File: config.mk
export PLATFORM = sky130hd
export DESIGN_NAME = imem_loader
export DESIGN_NICKNAME = d
export VERILOG_FILES = /design/src/rtl/mips_pkg.sv /design/src/rtl/word_assembler.sv /design/src/rtl/imem_loader.sv
export SDC_FILE = /design/constraint.sdc
export NUM_CORES = 1
export LEC_CHECK = 0
export BUFFER_PORTS_ARGS = -buffer_cell sky130_fd_sc_hd__buf_2
export CORE_ASPECT_RATIO = 0.6
export CORE_MARGIN = 2
export CORE_UTILIZATION = 35
export CTS_BUF_LIST = sky130_fd_sc_hd__clkbuf_4
export DETAILED_ROUTE_END_ITERATION = 10
export HOLD_SLACK_MARGIN = 0.03
export PLACE_DENSITY = 0.58
export SLEW_MARGIN = 20
export SYNTH_ARGS = -nofsm -noshare
export SYNTH_HDL_FRONTEND = slang
export SYNTH_HIERARCHICAL = 1
export SYNTH_SLANG_ARGS = --single-unit
export TNS_END_PERCENT = 50
File: constraint.sdc
create_clock -name clock -period 5.2 [get_ports clock]
set_clock_uncertainty 0.15 [all_clocks]
set_input_delay 0.78 -clock clock [delete_from_list [all_inputs] [get_ports clock]]
set_output_delay 0.78 -clock clock [all_outputs]
set_load 0.05 [all_outputs]
File: src/rtl/mips_pkg.sv
// Shared types and constants for the instruction-memory boot loader.
package mips_pkg;

   typedef enum logic [2:0] {
      IDLE,
      LEN_HI,
      LEN_LO,
      DATA,
      CHECK,
      DONE,
      ERR
   } loader_state_t;

   localparam int unsigned LOADER_BYTES_PER_WORD = 4;
   localparam int unsigned LOADER_LEN_BYTES      = 2;

endpackage

File: src/rtl/word_assembler.sv
// Packs a byte stream MSB-first into 32-bit words and flags the last byte of each word.
module word_assembler
   import mips_pkg::*;
(
   input  logic        clk_i,
   input  logic        rst_ni,
   input  logic        clear_i,
   input  logic        valid_i,
   input  logic [7:0]  data_i,
   output logic [31:0] word_o,
   output logic        last_o
);

   localparam int unsigned CntW = $clog2(LOADER_BYTES_PER_WORD);
   localparam logic [CntW-1:0] LastCnt = CntW'(LOADER_BYTES_PER_WORD - 1);

   logic [CntW-1:0] cnt_q, cnt_d;
   logic [23:0]     shift_q, shift_d;

   // Word as it will be once the byte currently on data_i is accepted.
   assign word_o = {shift_q, data_i};
   assign last_o = (cnt_q == LastCnt);

   always_comb begin
      cnt_d   = cnt_q;
      shift_d = shift_q;
      if (clear_i) begin
         cnt_d   = '0;
         shift_d = '0;
      end else if (valid_i) begin
         cnt_d   = cnt_q + CntW'(1);
         shift_d = word_o[23:0];
      end
   end

   always_ff @(posedge clk_i or negedge rst_ni) begin
      if (!rst_ni) begin
         cnt_q   <= '0;
         shift_q <= '0;
      end else begin
         cnt_q   <= cnt_d;
         shift_q <= shift_d;
      end
   end

endmodule

File: src/rtl/imem_loader.sv
// Boot-time instruction-memory writer: framed byte stream in, one word write per 4 bytes out,
// core held in reset until the whole program has loaded and its XOR checksum matched.
module imem_loader
   import mips_pkg::*;
#(
   parameter logic [31:0] BASE_ADDR = 32'h0000_0000,
   parameter int unsigned MAX_WORDS = 256
) (
   input  logic        clock,
   input  logic        reset,
   input  logic        start,
   input  logic [7:0]  rx_data,
   input  logic        rx_valid,
   output logic        rx_ready,
   output logic        wr_en,
   output logic [31:0] wr_addr,
   output logic [31:0] wr_data,
   output logic        core_hold,
   output logic        done,
   output logic        error
);

   localparam int unsigned LenW = 8 * LOADER_LEN_BYTES;
   localparam logic [LenW-1:0] MaxLen = LenW'(MAX_WORDS);

   loader_state_t   state_q, state_d;
   logic [LenW-1:0] len_q, len_d;
   logic [LenW-1:0] word_cnt_q, word_cnt_d;
   logic [7:0]      xor_q, xor_d;
   logic [31:0]     addr_q, addr_d;
   logic            wr_en_q, wr_en_d;
   logic [31:0]     wr_addr_q, wr_addr_d;
   logic [31:0]     wr_data_q, wr_data_d;

   logic            xfer;
   logic            start_ok;
   logic            data_xfer;
   logic            byte_last;
   logic [31:0]     word_next;
   logic [LenW-1:0] len_rx;

   assign rx_ready  = (state_q == LEN_HI) || (state_q == LEN_LO) ||
                      (state_q == DATA)   || (state_q == CHECK);
   assign xfer      = rx_valid && rx_ready;
   assign data_xfer = xfer && (state_q == DATA);
   // start only matters where no byte can transfer, so it never races a transfer.
   assign start_ok  = start && ((state_q == IDLE) || (state_q == DONE) || (state_q == ERR));
   assign len_rx    = {len_q[LenW-1:8], rx_data};

   word_assembler u_word_assembler (
      .clk_i   (clock),
      .rst_ni  (reset),
      .clear_i (start_ok),
      .valid_i (data_xfer),
      .data_i  (rx_data),
      .word_o  (word_next),
      .last_o  (byte_last)
   );

   always_comb begin
      state_d    = state_q;
      len_d      = len_q;
      word_cnt_d = word_cnt_q;
      xor_d      = xor_q;
      addr_d     = addr_q;
      wr_en_d    = 1'b0;
      wr_addr_d  = wr_addr_q;
      wr_data_d  = wr_data_q;

      unique case (state_q)
         IDLE, DONE, ERR: begin
            if (start_ok) begin
               state_d    = LEN_HI;
               len_d      = '0;
               word_cnt_d = '0;
               xor_d      = '0;
               addr_d     = BASE_ADDR;
            end
         end
         LEN_HI: begin
            if (xfer) begin
               len_d   = {rx_data, len_q[7:0]};
               state_d = LEN_LO;
            end
         end
         LEN_LO: begin
            if (xfer) begin
               len_d = len_rx;
               if (len_rx == '0) begin
                  state_d = CHECK;
               end else if (len_rx > MaxLen) begin
                  state_d = ERR;
               end else begin
                  state_d = DATA;
               end
            end
         end
         DATA: begin
            if (xfer) begin
               xor_d = xor_q ^ rx_data;
               if (byte_last) begin
                  wr_en_d    = 1'b1;
                  wr_addr_d  = addr_q;
                  wr_data_d  = word_next;
                  addr_d     = addr_q + 32'(LOADER_BYTES_PER_WORD);
                  word_cnt_d = word_cnt_q + LenW'(1);
                  if (word_cnt_q == len_q - LenW'(1)) begin
                     state_d = CHECK;
                  end
               end
            end
         end
         CHECK: begin
            if (xfer) begin
               state_d = (rx_data == xor_q) ? DONE : ERR;
            end
         end
         default: state_d = IDLE;
      endcase
   end

   always_ff @(posedge clock or negedge reset) begin
      if (!reset) begin
         state_q    <= IDLE;
         len_q      <= '0;
         word_cnt_q <= '0;
         xor_q      <= '0;
         addr_q     <= BASE_ADDR;
         wr_en_q    <= 1'b0;
         wr_addr_q  <= BASE_ADDR;
         wr_data_q  <= '0;
      end else begin
         state_q    <= state_d;
         len_q      <= len_d;
         word_cnt_q <= word_cnt_d;
         xor_q      <= xor_d;
         addr_q     <= addr_d;
         wr_en_q    <= wr_en_d;
         wr_addr_q  <= wr_addr_d;
         wr_data_q  <= wr_data_d;
      end
   end

   assign wr_en     = wr_en_q;
   assign wr_addr   = wr_addr_q;
   assign wr_data   = wr_data_q;
   assign core_hold = (state_q != DONE);
   assign done      = (state_q == DONE);
   assign error     = (state_q == ERR);

endmodule

==> metrics <==
status=completed; die height=120 um; r2r setup slk=1.59 ns; delay of the slowest critical-path stage=0.94 ns; critical setup path kind=reg -> reg; FF-to-FF End=word_cnt_q[1]; CP Max Fanout=57; Leak Pwr=4.21 nW; post-cts resize count=0; hold buffer count at cts=0; Detailed Place HPWL=12,500 um; non-filler instance count after layout=1,182; drt initial violations=412; Worst setup EP type=flip-flop; reg2reg start=state_q[2]; Post-synth EDFFs=0; TritonCTS clock tree=done; routed len/inst=15.4 um; cells along the critical path=nor2b_1 -> nand3_1 -> inv_1 -> nand2_2 -> inv_2 -> a22o_1; Compound-Gate Fraction of Synth Area=6.82%; H-tree Lvls=4; num rows=42; final wirelength=18,200 um; vias in the first global route=5,546; DR vias=5,831; area fraction of the dominant cell type after synthesis=52.0%; slew at the pin closest to its max-slew limit=1.00 ns; layout cells sized above 1=15.7%; nets=899; startpoint type of the worst setup path=flip-flop; gr usage total=16.5%; Total Power=4.32 mW; antenna cells=0; Simple-Gate Fraction of Synth Area=23.6%; crit path DAT=3.96 ns; final hold violation count=0; most instantiated cells after synthesis=nand2_1, dfrtp_1, nor2_1; fin crit share=69.5%; highest-delay cell along the critical path=inv_2; setup bufs post-CTS=0; # DRC=0; Adder-Cell Fraction of Synth Area=0.770%; first-pass GRT wire length=30,500 um; Core Area=22,000 sq um; Ports=81; Syn Inst Count=827; Fin Setup TNS=0 ns; clock root cell=clkbuf_4; routability cong.=0.817; top cells by area, synth=dfrtp_1, nand2_1, xnor2_1, nor2_1, mux2i_1; Syn Std Cell Area=7800 sq um; Avg Cell Area, Syn=9.43 sq um; WP data required=5.54 ns; most frequent cell after synthesis=nand2_1; Async SR Flop Fraction=100%; drt pass-1 iters=4; Worst VDD drop=0.203 mV; Setup-failing EPs final=0; DR vias/cell=4.93; synth warn=6; placed cells=1,150; fmax=277 MHz; Slew HR=33.2%; starting density of the core=35.5%; maximum clock insertion buffer count=2; Final min period=3.61 ns; P&R area growth vs syn=11.0%; worst skew pair latency=0.56 ns; max_cap viols=0; top_reg_cell synth=dfrtp_1; largest net degree at the start of global routing=91; unrepaired setup endpoints after global routing=no; Final ANT Viol Nets=0; die width=197 um; grt ovf=0; port bufs=78; XOR/XNOR Fraction of Synth Area=7.86%; CTS Buf Count=17; Distinct cells, synth=66; Worst Hold Class=in -> async; Reg2Reg Depth=6; antenna violations before repair=0; TritonCTS Sinks=162; pwr/cell area=499 nW/um^2; die area=23,500 sq um; register area share after synthesis=52.0%; #FFs+latches synth=162; largest family of logic cells by synthesized area=simple AND/OR/NAND/NOR gates; clock slew at reported path FFs=0.16 ns; largest area contributor in the netlist=dfrtp_1; final max-slew violation count=0; # fillers=2,207; mux contribution to synthesized area=4.04%
==> per-layer routing <==
layer	global-route usage, %	vias to the layer above	part of all wire [%]
li1	-	2860	-
met2	22.0	118	40
met5	0	-	0
met1	26.5	2843	55
met3	4.08	10	4.8
met4	3.24	0	0.78
==> per-stage QoR <==
step	utilization (%)	instance area [sq um]	hold slack (ns)	worst slack [ns]
final	39.4	8650	0.104	1.59
after global routing	39.4	8650	0.139	1.20
after CTS	39.4	8650	0.118	1.56
after detailed placement	37.9	8320	0.307	1.27
after global placement	37.9	8320	0.304	1.45
after floorplan	-	7800	0.288	2.19
==> critical path, delay by kind of cell (launching register included) <==
family | cells | cell delay, ns
compound gates | 1 | 0.26
buf+inv | 2 | 1.27
simple gates | 3 | 1.24
flops | 1 | 0.61
==> cell usage in the layout (no fill, tap or decap), drive strengths merged, types with 2 or more instances in the layout <==
cell    instances
nand2         199
bufinv          3
nor2           89
nor2b           3
mux2i          27
o31a            2
o211ai          2
mux2            4
a22o            2
ha              4
buf            83
nand2b          5
and3           10
a211oi          2
o21ai          46
clkinv          5
nand3b          3
or3             3
nor4           12
nor4b           3
nor3           19
nand3          30
o22ai           2
xor2           23
and2            2
a21oi           7
dfrtp         162
o21bai          2
clkbuf         18
nand4          19
and4            2
o21a            2
xnor2          47
conb            2
inv            32
==> logic make-up after synthesis <==
family / Yosys count
muxes: 31
adders and majority gates: 5
xor gates and xnor gates: 70
AOI/OAI and AO/OA: 82
and+or+nand+nor: 402
DFF: 162
other: 1
buffers and inverters: 74
==> layout make-up <==
cell class	instances	area, sq um	area share [%]
tap	286	358	4.14
sequential	162	4050	46.9
timing repair buffer	83	434	5.02
multi-input combinational	592	3370	39.0
inverter	27	101	1.17
clock buffer	18	135	1.56
clock inverter	14	196	2.27
==> state kept, by name (all words and copies together) (netlist names) <==
name and count:
addr_q 30, len_q 16, state_q 3, u_word_assembler/cnt_q 2, u_word_assembler/shift_q 24, word_cnt_q 16, wr_addr 30, wr_data 32
wr_en 1, xor_q 8
==> how the worst max path moves through the flow <==
stage / start / endpoint / slack, ns / cells after the start
CTS: state_q[2] / word_cnt_q[1] / 1.56 / 6
floorplan: state_q[0] / u_word_assembler/cnt_q[1] / 2.19 / 10
global route: state_q[2] / wr_data[25] / 1.20 / 7
finish: state_q[2] / word_cnt_q[1] / 1.59 / 6
global placement: rx_valid / wr_data[23] / 1.45 / 8
detailed placement: rx_valid / word_cnt_q[1] / 1.27 / 7
==> power by group <==
group / switching (mW) / total [mW] / leakage [nW] / internal (mW)
registers: 0.296 / 1.85 / 2.18 / 1.55
logic: 1.14 / 1.62 / 1.86 / 0.473
clock network: 0.496 / 0.853 / 0.176 / 0.357
(Power assumes the default switching activity.)
